**src/rtl/video_frame_wrtr_pkg.sv**
```systemverilog
// Shared register map, FSM state encoding and small helpers for the video frame writer.
package video_frame_wrtr_pkg;

   localparam logic [7:0] REG_CONFIG    = 8'h00;
   localparam logic [7:0] REG_STATUS    = 8'h04;
   localparam logic [7:0] REG_HRES      = 8'h08;
   localparam logic [7:0] REG_VRES      = 8'h0C;
   localparam logic [7:0] REG_FRAME_CNT = 8'h10;

   typedef enum logic [1:0] {
      ST_IDLE    = 2'd0,
      ST_ARMED   = 2'd1,
      ST_CAPTURE = 2'd2
   } state_e;

   typedef struct packed {
      logic busy;
      logic frame_done;
      logic ovrflw;
   } status_t;

   function automatic logic [15:0] sat_inc16(input logic [15:0] v);
      return (v == 16'hffff) ? v : v + 16'd1;
   endfunction

endpackage

```
**src/rtl/sync_fifo.sv**
```systemverilog
// Single-clock show-ahead FIFO; push-to-read latency 1 cycle.
// Push while full is dropped, pop while empty is ignored; no backpressure beyond full/empty.
module sync_fifo #(
   parameter int WIDTH = 32,
   parameter int DEPTH = 16
) (
   input  logic             clk,
   input  logic             rst_n,
   input  logic             push,
   input  logic [WIDTH-1:0] push_dat,
   input  logic             pop,
   output logic [WIDTH-1:0] pop_dat,
   output logic             full,
   output logic             empty
);

   localparam int PTR_W = (DEPTH > 1) ? $clog2(DEPTH) : 1;
   localparam int CNT_W = $clog2(DEPTH + 1);

   logic [WIDTH-1:0] mem_q [DEPTH];
   logic [PTR_W-1:0] wr_ptr_q, wr_ptr_d, rd_ptr_q, rd_ptr_d;
   logic [CNT_W-1:0] cnt_q, cnt_d;
   logic             do_push, do_pop;

   function automatic logic [PTR_W-1:0] ptr_nxt(input logic [PTR_W-1:0] p);
      return (p == PTR_W'(DEPTH - 1)) ? '0 : p + PTR_W'(1);
   endfunction

   assign full    = (cnt_q == CNT_W'(DEPTH));
   assign empty   = (cnt_q == '0);
   assign do_push = push & ~full;
   assign do_pop  = pop & ~empty;
   assign pop_dat = mem_q[rd_ptr_q];

   always_comb begin
      wr_ptr_d = do_push ? ptr_nxt(wr_ptr_q) : wr_ptr_q;
      rd_ptr_d = do_pop  ? ptr_nxt(rd_ptr_q) : rd_ptr_q;
      cnt_d    = cnt_q + CNT_W'(do_push) - CNT_W'(do_pop);
   end

   always_ff @(posedge clk or negedge rst_n) begin
      if (!rst_n) begin
         wr_ptr_q <= '0;
         rd_ptr_q <= '0;
         cnt_q    <= '0;
      end else begin
         wr_ptr_q <= wr_ptr_d;
         rd_ptr_q <= rd_ptr_d;
         cnt_q    <= cnt_d;
      end
   end

   always_ff @(posedge clk) begin
      if (do_push) mem_q[wr_ptr_q] <= push_dat;
   end

endmodule

```
**src/rtl/video_frame_wrtr.sv**
```systemverilog
// Captures registered RGB video into a pixel FIFO (2 cycles after the pin) and writes it to memory one word per handshake.
// sys_mem_wait stalls the pending write; a full FIFO drops pixels and flags ovrflw, video is never backpressured.
module video_frame_wrtr
   import video_frame_wrtr_pkg::*;
#(
   parameter int                   LB_DATA_W              = 32,
   parameter int                   LB_ADDR_W              = 8,
   parameter int                   SYS_MEM_DATA_W         = 32,
   parameter int                   SYS_MEM_ADDR_W         = 27,
   parameter int                   SYS_MEM_START_ADDR     = 0,
   parameter int                   SYS_MEM_STOP_ADDR      = 921599,
   parameter bit                   SYNC_ACTIVE_HIGH_N_LOW = 1'b0,
   parameter int                   FIFO_DEPTH             = 16,
   parameter logic [LB_DATA_W-1:0] DEFAULT_REG_VAL        = 32'hdeadbabe
) (
   input  logic                      clk,
   input  logic                      rst_n,
   input  logic                      lb_wr_en,
   input  logic                      lb_rd_en,
   input  logic [LB_ADDR_W-1:0]      lb_addr,
   input  logic [LB_DATA_W-1:0]      lb_wr_data,
   output logic                      lb_wr_valid,
   output logic                      lb_rd_valid,
   output logic [LB_DATA_W-1:0]      lb_rd_data,
   input  logic [23:0]               vid_d,
   input  logic                      vid_de,
   input  logic                      vid_hs,
   input  logic                      vid_vs,
   input  logic                      sys_mem_wait,
   output logic                      sys_mem_wren,
   output logic                      sys_mem_rden,
   output logic [SYS_MEM_ADDR_W-1:0] sys_mem_addr,
   output logic [SYS_MEM_DATA_W-1:0] sys_mem_wdata
);

   localparam logic [SYS_MEM_ADDR_W-1:0] START_A = SYS_MEM_ADDR_W'(SYS_MEM_START_ADDR);
   localparam logic [SYS_MEM_ADDR_W-1:0] STOP_A  = SYS_MEM_ADDR_W'(SYS_MEM_STOP_ADDR);

   logic [23:0]               vid_d_q;
   logic                      vid_de_q, vid_vs_q, vs_prev_q, de_prev_q;
   state_e                    state_q, state_d;
   logic                      cap_en_q, cap_en_d, single_shot_q, single_shot_d;
   logic                      ovf_q, ovf_d, frame_done_q, frame_done_d;
   logic                      reload_q, reload_d, wren_q, wren_d;
   logic [SYS_MEM_ADDR_W-1:0] addr_q, addr_d;
   logic [SYS_MEM_DATA_W-1:0] wdata_q, wdata_d;
   logic [15:0]               hcnt_q, hcnt_d, hres_q, hres_d, vcnt_q, vcnt_d;
   logic [15:0]               vres_q, vres_d, frame_cnt_q, frame_cnt_d;
   logic                      wr_vld_q, rd_vld_q;
   logic [LB_DATA_W-1:0]      rd_dat_q, rd_dat_d;

   logic        vs_edge, cfg_wr, sts_wr, push, load, wr_done, busy, frame_end;
   logic        fifo_full, fifo_empty;
   logic [31:0] fifo_dout;
   status_t     sts_rd;
   logic        unused_ok;

   assign unused_ok = ^{vid_hs, lb_wr_data[LB_DATA_W-1:2]};

   assign vs_edge = SYNC_ACTIVE_HIGH_N_LOW ? (vid_vs_q & ~vs_prev_q) : (~vid_vs_q & vs_prev_q);
   assign cfg_wr  = lb_wr_en && (lb_addr == LB_ADDR_W'(REG_CONFIG));
   assign sts_wr  = lb_wr_en && (lb_addr == LB_ADDR_W'(REG_STATUS));
   assign push    = (state_q == ST_CAPTURE) && vid_de_q;
   assign wr_done = wren_q & ~sys_mem_wait;
   // The pending write holds one popped word, so the FIFO refills while memory stalls.
   assign load    = ~fifo_empty & (~wren_q | ~sys_mem_wait);
   assign busy    = (state_q != ST_IDLE) | ~fifo_empty;
   assign sts_rd  = '{busy: busy, frame_done: frame_done_q, ovrflw: ovf_q};

   sync_fifo #(.WIDTH(32), .DEPTH(FIFO_DEPTH)) u_fifo (
      .clk      (clk),
      .rst_n    (rst_n),
      .push     (push),
      .push_dat ({8'h00, vid_d_q}),
      .pop      (load),
      .pop_dat  (fifo_dout),
      .full     (fifo_full),
      .empty    (fifo_empty)
   );

   always_comb begin
      state_d       = state_q;
      cap_en_d      = cap_en_q;
      single_shot_d = single_shot_q;
      ovf_d         = ovf_q;
      frame_done_d  = frame_done_q;
      reload_d      = reload_q;
      wren_d        = wren_q;
      addr_d        = addr_q;
      wdata_d       = wdata_q;
      hcnt_d        = hcnt_q;
      hres_d        = hres_q;
      vcnt_d        = vcnt_q;
      vres_d        = vres_q;
      frame_cnt_d   = frame_cnt_q;
      frame_end     = 1'b0;
      rd_dat_d      = '0;

      if (cfg_wr) begin
         cap_en_d      = lb_wr_data[0];
         single_shot_d = lb_wr_data[1];
      end

      case (state_q)
         ST_IDLE:    if (cap_en_q) state_d = ST_ARMED;
         ST_ARMED: begin
            if (!cap_en_q) state_d = ST_IDLE;
            else if (vs_edge) begin
               state_d  = ST_CAPTURE;
               reload_d = 1'b1;
            end
         end
         ST_CAPTURE: begin
            if (vs_edge) begin
               frame_end = 1'b1;
               if (single_shot_q || !cap_en_q) begin
                  state_d = ST_IDLE;
                  if (single_shot_q) cap_en_d = 1'b0;
               end else begin
                  state_d = ST_ARMED;
               end
            end
         end
         default:    state_d = ST_IDLE;
      endcase

      if (sts_wr && lb_wr_data[0]) ovf_d = 1'b0;
      if (push && fifo_full)       ovf_d = 1'b1;
      if (sts_wr && lb_wr_data[1]) frame_done_d = 1'b0;
      if (frame_end) begin
         frame_done_d = 1'b1;
         frame_cnt_d  = frame_cnt_q + 16'd1;
      end

      if (vid_de_q) hcnt_d = de_prev_q ? sat_inc16(hcnt_q) : 16'd1;
      if (de_prev_q && !vid_de_q) hres_d = hcnt_q;
      if (vid_de_q && !de_prev_q) vcnt_d = sat_inc16(vcnt_q);
      if (vs_edge) begin
         vres_d = vcnt_q;
         vcnt_d = 16'd0;
      end

      // Address reload waits until the previous frame has fully drained.
      if (wr_done) addr_d = (addr_q == STOP_A) ? START_A : addr_q + SYS_MEM_ADDR_W'(1);
      else if (reload_q && fifo_empty && !wren_q) begin
         addr_d   = START_A;
         reload_d = 1'b0;
      end
      if (load) begin
         wren_d  = 1'b1;
         wdata_d = SYS_MEM_DATA_W'(fifo_dout);
      end else if (wr_done) begin
         wren_d  = 1'b0;
      end

      if (lb_rd_en) begin
         case (lb_addr)
            LB_ADDR_W'(REG_CONFIG):    rd_dat_d = LB_DATA_W'({single_shot_q, cap_en_q});
            LB_ADDR_W'(REG_STATUS):    rd_dat_d = LB_DATA_W'(sts_rd);
            LB_ADDR_W'(REG_HRES):      rd_dat_d = LB_DATA_W'(hres_q);
            LB_ADDR_W'(REG_VRES):      rd_dat_d = LB_DATA_W'(vres_q);
            LB_ADDR_W'(REG_FRAME_CNT): rd_dat_d = LB_DATA_W'(frame_cnt_q);
            default:                   rd_dat_d = DEFAULT_REG_VAL;
         endcase
      end
   end

   always_ff @(posedge clk or negedge rst_n) begin
      if (!rst_n) begin
         vid_d_q       <= '0;
         vid_de_q      <= 1'b0;
         vid_vs_q      <= 1'b0;
         vs_prev_q     <= 1'b0;
         de_prev_q     <= 1'b0;
         state_q       <= ST_IDLE;
         cap_en_q      <= 1'b0;
         single_shot_q <= 1'b0;
         ovf_q         <= 1'b0;
         frame_done_q  <= 1'b0;
         reload_q      <= 1'b0;
         wren_q        <= 1'b0;
         addr_q        <= '0;
         wdata_q       <= '0;
         hcnt_q        <= '0;
         hres_q        <= '0;
         vcnt_q        <= '0;
         vres_q        <= '0;
         frame_cnt_q   <= '0;
         wr_vld_q      <= 1'b0;
         rd_vld_q      <= 1'b0;
         rd_dat_q      <= '0;
      end else begin
         vid_d_q       <= vid_d;
         vid_de_q      <= vid_de;
         vid_vs_q      <= vid_vs;
         vs_prev_q     <= vid_vs_q;
         de_prev_q     <= vid_de_q;
         state_q       <= state_d;
         cap_en_q      <= cap_en_d;
         single_shot_q <= single_shot_d;
         ovf_q         <= ovf_d;
         frame_done_q  <= frame_done_d;
         reload_q      <= reload_d;
         wren_q        <= wren_d;
         addr_q        <= addr_d;
         wdata_q       <= wdata_d;
         hcnt_q        <= hcnt_d;
         hres_q        <= hres_d;
         vcnt_q        <= vcnt_d;
         vres_q        <= vres_d;
         frame_cnt_q   <= frame_cnt_d;
         wr_vld_q      <= lb_wr_en;
         rd_vld_q      <= lb_rd_en;
         rd_dat_q      <= rd_dat_d;
      end
   end

   assign lb_wr_valid   = wr_vld_q;
   assign lb_rd_valid   = rd_vld_q;
   assign lb_rd_data    = rd_dat_q;
   assign sys_mem_wren  = wren_q;
   assign sys_mem_rden  = 1'b0;
   assign sys_mem_addr  = addr_q;
   assign sys_mem_wdata = wdata_q;

endmodule

```
**config.mk**
```make
export PLATFORM = sky130hd
export DESIGN_NAME = video_frame_wrtr
export DESIGN_NICKNAME = d
export VERILOG_FILES = /design/src/rtl/video_frame_wrtr_pkg.sv /design/src/rtl/sync_fifo.sv /design/src/rtl/video_frame_wrtr.sv
export SDC_FILE = /design/constraint.sdc
export NUM_CORES = 1
export LEC_CHECK = 0
export BUFFER_PORTS_ARGS = -buffer_cell sky130_fd_sc_hd__buf_4
export CAP_MARGIN = 20
export CORE_MARGIN = 2
export CORE_UTILIZATION = 35
export CTS_CLUSTER_DIAMETER = 80
export DETAILED_ROUTE_END_ITERATION = 12
export PLACE_DENSITY = 0.49
export SETUP_SLACK_MARGIN = 0.05
export SLEW_MARGIN = 5
export SYNTH_ARGS = -nofsm -noshare
export SYNTH_HDL_FRONTEND = slang
export SYNTH_SLANG_ARGS = --single-unit
```
**constraint.sdc**
```tcl
create_clock -name clk -period 10.3 [get_ports clk]
set_input_delay 1.03 -clock clk [delete_from_list [all_inputs] [get_ports clk]]
set_output_delay 1.03 -clock clk [all_outputs]
set_load 0.01 [all_outputs]
```
* After elaboration in Yosys (flattened, before gate mapping) *
Memories as Yosys holds them, arrays and structs flattened. A register that Yosys moved wholly into a read port is not among the register bits.
Index checks and enable logic that the tools add are counted.
W data, S select, Z words.

word-level totals
  bits in registers = 222
  RAM bits = 384
  input port bits = 72
  output and inout bits = 95
  word-level logic and storage cells = 129
  memories = 1

memories
  memory        words  width  read ports  clocked after Yosys merged registers in  write ports  line             RTL
  u_fifo.mem_q  16     24     1           1                                        1            sync_fifo.sv:20  logic [WIDTH-1:0] mem_q [DEPTH];

cells by class
  add/subtract/negate cells = 8
  equality and inequality tests = 17
  mux-type cells = 38
  bitwise operators = 12
  reductions and logical operators = 28

operator list
  cell                     number
  $pmux W32 S5             1
  $mux W27                 3
  $mux W16                 5
  $add A16 B1 Y16 const B  3
  $eq A16 B16 Y1 const B   2
  $mux W32                 1
  $add A27 B1 Y27 const B  1
  $eq A27 B20 Y1 const B   1
  $mux W1                  21
  $eq A8 B4 Y1 const B     2
  $reduce_bool A2 Y1       6
  $logic_and A1 B1 Y1      10
  $add A4 B1 Y4 const B    2
  $eq A4 B4 Y1 const B     2
  $eq A8 B3 Y1 const B     1
  $eq A8 B5 Y1 const B     1
  $logic_not A8 Y1         1
  $mux W2                  4
  $mux W4                  2
  $ne A2 B2 Y1 const B     4
  $pmux W2 S3              1
  $add A5 B1 Y5            1
  $and A1 B1 Y1            5
  $eq A5 B5 Y1 const B     1
  12 further kinds         22

* Depth between registers and ports, before layout *
  depth after elaboration = 7
  depth in mapped cells = 15
  depth with buffers taken out = 15

* Cells and area by module *
Synthesis repeated with hierarchy kept, for this count alone.

second synthesis, totals
  cells, all modules = 1703
  area total of the unflattened synthesis = 28836.4 µm²

by module, submodules not included
  module            instances  cells an instance  area each (µm²)  seq. area each (µm²)
  sync_fifo         1          949                20378.3          15700.1
  video_frame_wrtr  1          754                8458.1           4854.7

* Worst setup path after synthesis *
No wires, ideal clock.

  path kind = reg2reg
  start point = reg u_fifo.cnt_q[2]
  end point = mem u_fifo.mem_q[4][0] (netlist name), enable pin
  arrival time = 2.989 ns
  data required time = 9.865 ns
  slack = 6.875 ns
  cell stages (with the launch flop) = 8
  buffers on the path = 1
  period minus slack after synthesis = 3.425 ns
  cells stage by stage = dfrtp_1 > inv_1 > ha_1 > nor4bb_1 > and3b_1 > clkbuf_1 > nand2_1 > nor3_1

on the way
  cells in the longest elaborated chain, start to end = 5

RTL lines
  element                        line             RTL
  start: declaration             sync_fifo.sv:22  logic [CNT_W-1:0] cnt_q, cnt_d;
  start signal: assignment       sync_fifo.sv:49  cnt_q <= cnt_d;
  $eq A5 B5 Y1                   sync_fifo.sv:29  assign full = (cnt_q == CNT_W'(DEPTH));
  $not A1 Y1                     sync_fifo.sv:31  assign do_push = push & ~full;
  $and A1 B1 Y1                  sync_fifo.sv:31
  via u_fifo.do_push             sync_fifo.sv:23  logic do_push, do_pop;
  $mux W1                        sync_fifo.sv:54  if (do_push) mem_q[wr_ptr_q] <= push_dat;
  $mux W1 (implied by the code)  sync_fifo.sv:54
  end: declaration               sync_fifo.sv:20

The timed path passes the listed nets, and every way through them passes these cells.

* Final worst setup path *
  start point = reg u_fifo.cnt_q[3]
  end point = reg u_fifo.cnt_q[4]

on the way
  cells in the longest elaborated chain, start to end = 5
  elaborated cells on any way between the ends = 9

RTL lines
  element              line                    RTL
  $logic_not A5 Y1     sync_fifo.sv:30         assign empty = (cnt_q == '0);
  $not A1 Y1           video_frame_wrtr.sv:66  assign load = ~fifo_empty & (~wren_q | ~sys_mem_wait);
  $and A1 B1 Y1        video_frame_wrtr.sv:66
  via load             video_frame_wrtr.sv:52  logic vs_edge, cfg_wr, sts_wr, push, load, wr_done, busy, frame_end;
  $and A1 B1 Y1        sync_fifo.sv:32         assign do_pop = pop & ~empty;
  $sub A5 B1 Y5        sync_fifo.sv:38         cnt_d = cnt_q + CNT_W'(do_push) - CNT_W'(do_pop);
  via u_fifo.cnt_d[4]  sync_fifo.sv:22

The timed path passes the listed nets, and every way through them passes these cells.
A chain may end at the register's enable or synchronous reset.

==> results.cfg <==
[yosys]
syn_area_per_cell_um2 = 15.5
synth.area.mux_share_pct = 11.6
synthFlopType = edfxtp_1
async_flop_share_pct = 34.1
netlist_area_um2 = 23800
seq_area_frac_synth_pct = 69.5
synth-simple-area-share_pct = 7.90
ys_ff_latch = 583
synth_cells = 1532
synth-xor-area-share_pct = 1.07
synthAdderAreaFrac_pct = 0.874
synth_top_family_by_area = multiplexers
ys_types = 67
ys_warn_count = 0
synth_edf_count = 384
synth_compound_area_share_pct = 6.37

[die]
die_h_um = 265
core-area_um2 = 67200
rows = 95
start_util_pct = 35.4
io_pins = 167
fp.dieW_um = 265
die_area_um2 = 70000

[placement]
hpwl_mm = 32.4
place_congestion = 0.762
placedCellCount = 2466
place_ws_ns = 6.34
io_buffers = 121
dpl_cell_area_um2 = 25600

[sta]
fin_crit_ns = 3.78
setup_viol = 0
finalHoldViolations = 0
maxSlewViolCount = 0
fin_worst_skew_ns = 0.0243
worst_slew_pin_slew_ns = 1.05
fin_worst_hold_slack_ns = 0.469
max_freq_ghz = 0.264
max_slew_margin_pct = 29.7
fin_crit_sh_pct = 36.7
rsz0062_at_grt = false
fin_ws_ns = 6.52
tns_ns = 0

[min_path]
min_path_type = input port to async pin

[clocking]
cts_setup_buffers = 0
h-tree-depth = 3
cts.sinks = 583
cts-root-buf = clkbuf_16
cts_tree = done
cts_resized = 0
clock_tree.buffer_depth = 3
clk_pin_slew_ns = 0.06
postCtsHoldBufs = 0
cts_made_buffers = 67
clk_latency_ns = 0.60

[drt]
vias_per_cell = 5.19
drtIter0Drc = 969
vias = 13400
drc = 0
routed_wl_mm = 55.3
drtPass1Iterations = 5
wire_per_inst_um = 21.3
ant_nets = 0

[final_layout]
area_growth_pct = 16.7
stdcell_area_um2 = 27700
nets = 1751
num_antenna_cells = 0
utilization_pct = 41.3
finalNonFillerCells = 2590
drive_gt1_share_pct = 21.4

[worst_setup_path]
reg2reg_to = u_fifo.cnt_q[4]
crit_path_start_kind = flip-flop
rr_worst_depth = 15
cp-end-kind = flip-flop
r2r_slack_ns = 6.52
crit_path_max_fanout = 42
crit_type = flip-flop to flip-flop
worstPathArrival_ns = 4.26
startpoint = u_fifo.cnt_q[3]
r2r-start = u_fifo.cnt_q[3]
required_ns = 10.78

[grt]
grt_pass1_wl_mm = 85.1
antenna_found_initial = 0
grt_use_total_pct = 16.1
grt_max_degree = 96
grt_pass1_vias = 13700
grt_overflow_total = 0

[power_and_ir_drop]
power_density_nw_per_um2 = 229
vdd_drop_max_mv = 0.142
fin_total_pwr_mw = 6.34
p_leak_nw = 10.4

[run]
maxCapViolCount = 0

[run_status]
status = finished clean
## cells by family (layout without fill, tap and decap cells)
logic type / after synthesis / count (layout)
flip-flops: 583 / 583
other: 1 / 14
multiplexers: 168 / 168
AND/OR/NAND/NOR: 371 / 371
adder cells (fa/ha/maj): 16 / 16
buffers and inverters: 126 / 298
AO/OA/AOI/OAI: 238 / 238
XOR/XNOR: 29 / 29
## placed cells by master (no fill, tap or decap), types with 6 or more instances in the layout
cell	netlist	layout
clkbuf_8	0	9
and4_1	9	9
mux2i_1	64	64
nand3_1	29	29
mux4_2	85	85
and2_1	16	16
ha_1	15	15
mux2_2	19	19
nand4_1	14	14
edfxtp_1	384	384
a31oi_1	29	29
buf_4	32	148
nor2_1	56	52
o22ai_1	24	24
clkinv_1	0	9
nand2_1	150	149
nand2b_1	13	13
xnor2_1	21	21
clkbuf_16	0	68
nor3_1	11	7
o21a_1	11	11
a41oi_1	7	7
conb_1	1	14
a21oi_1	48	48
and3_1	17	17
clkbuf_1	44	22
o21ai_0	51	51
o31ai_1	17	17
dfrtp_1	199	196
a21o_1	17	17
nor4_1	6	6
nor2b_1	19	18
xor2_1	8	8
inv_1	24	24
## power by group
group          switching [mW]  leakage, nW  internal, mW
logic                   0.608         3.35         0.616
registers               0.175         6.04          2.60
clock network           0.952         1.05          1.38
total                    1.74         10.4          4.60
## cells in the mapped netlist (all sizes together), types with 5 or more instances
| cell type | instances | area (um2) |
|---|---|---|
| ha | 15 | 188 |
| and2 | 16 | 100 |
| a31oi | 29 | 181 |
| nand2b | 13 | 81.3 |
| nand2 | 150 | 563 |
| buf | 57 | 372 |
| o31ai | 17 | 128 |
| nor2b | 19 | 119 |
| edfxtp | 384 | 11500 |
| nand4 | 15 | 109 |
| dfrtp | 199 | 4980 |
| and3 | 17 | 106 |
| mux4 | 85 | 1910 |
| clkbuf | 45 | 170 |
| o21ai | 52 | 260 |
| o21a | 11 | 82.6 |
| a32o | 5 | 50.1 |
| mux2 | 19 | 214 |
| or4 | 5 | 37.5 |
| mux2i | 64 | 641 |
| a21oi | 49 | 249 |
| nor4 | 8 | 80.1 |
| or3 | 5 | 31.3 |
| xor2 | 8 | 70.1 |
| a41oi | 7 | 61.3 |
| xnor2 | 21 | 184 |
| o22ai | 24 | 150 |
| and4 | 9 | 78.8 |
| nand3 | 30 | 155 |
| nor2 | 56 | 210 |
| inv | 24 | 90.1 |
| a21o | 17 | 128 |
| nor3 | 11 | 55.1 |
## layout make-up
class	instances	area, um2
flip-flops and latches	583	16500
well taps	873	1090
clock inverters	25	258
fillers	6129	39400
multi-input cells	836	6730
repair buffers	151	1150
inverters	24	90.1
clock buffers	98	1890
## how the worst max path moves through the flow
stage	cells past startpoint	slack, ns	end
after detailed placement	14	6.34	u_fifo.cnt_q[4]
final	15	6.52	u_fifo.cnt_q[4]
after floorplan	7	6.88	u_fifo.mem_q[4][0]
after global placement	14	6.32	u_fifo.cnt_q[4]
after CTS	15	6.41	u_fifo.cnt_q[4]
after global routing	15	6.12	u_fifo.cnt_q[4]
## metal layers
| layer | global-route usage, % | up-vias | share of wire (%) |
|---|---|---|---|
| li1 | - | 6119 | - |
| met1 | 22.0 | 6967 | 45 |
| met2 | 26.2 | 265 | 48 |
| met5 | 0 | - | 0 |
| met4 | 5.27 | 0 | 2.4 |
| met3 | 2.70 | 93 | 3.8 |
## flip-flops by register name, summed over array words and instances, names as in the netlist, 5 cells and up
signal	cells
u_fifo.mem_q	384
sys_mem_addr	27
sys_mem_wdata	24
vid_d_q	24
lb_rd_data	17
frame_cnt_q	16
hcnt_q	16
hres_q	16
vcnt_q	16
vres_q	16
u_fifo.cnt_q	5
## critical path, stage by stage, from the launching register on
cell and delay (ns):
dfrtp_1 0.39, inv_1 0.08, ha_1 0.16, or4b_1 0.47, nand2_2 0.76, inv_1 0.34, ha_1 0.38, inv_1 0.06
ha_1 0.16, inv_1 0.05, fa_1 0.40, inv_1 0.07, a21oi_1 0.06, nor2_1 0.10, nor2_1 0.06, xnor2_1 0.11
Note: power is estimated with default switching activity, not from simulation.
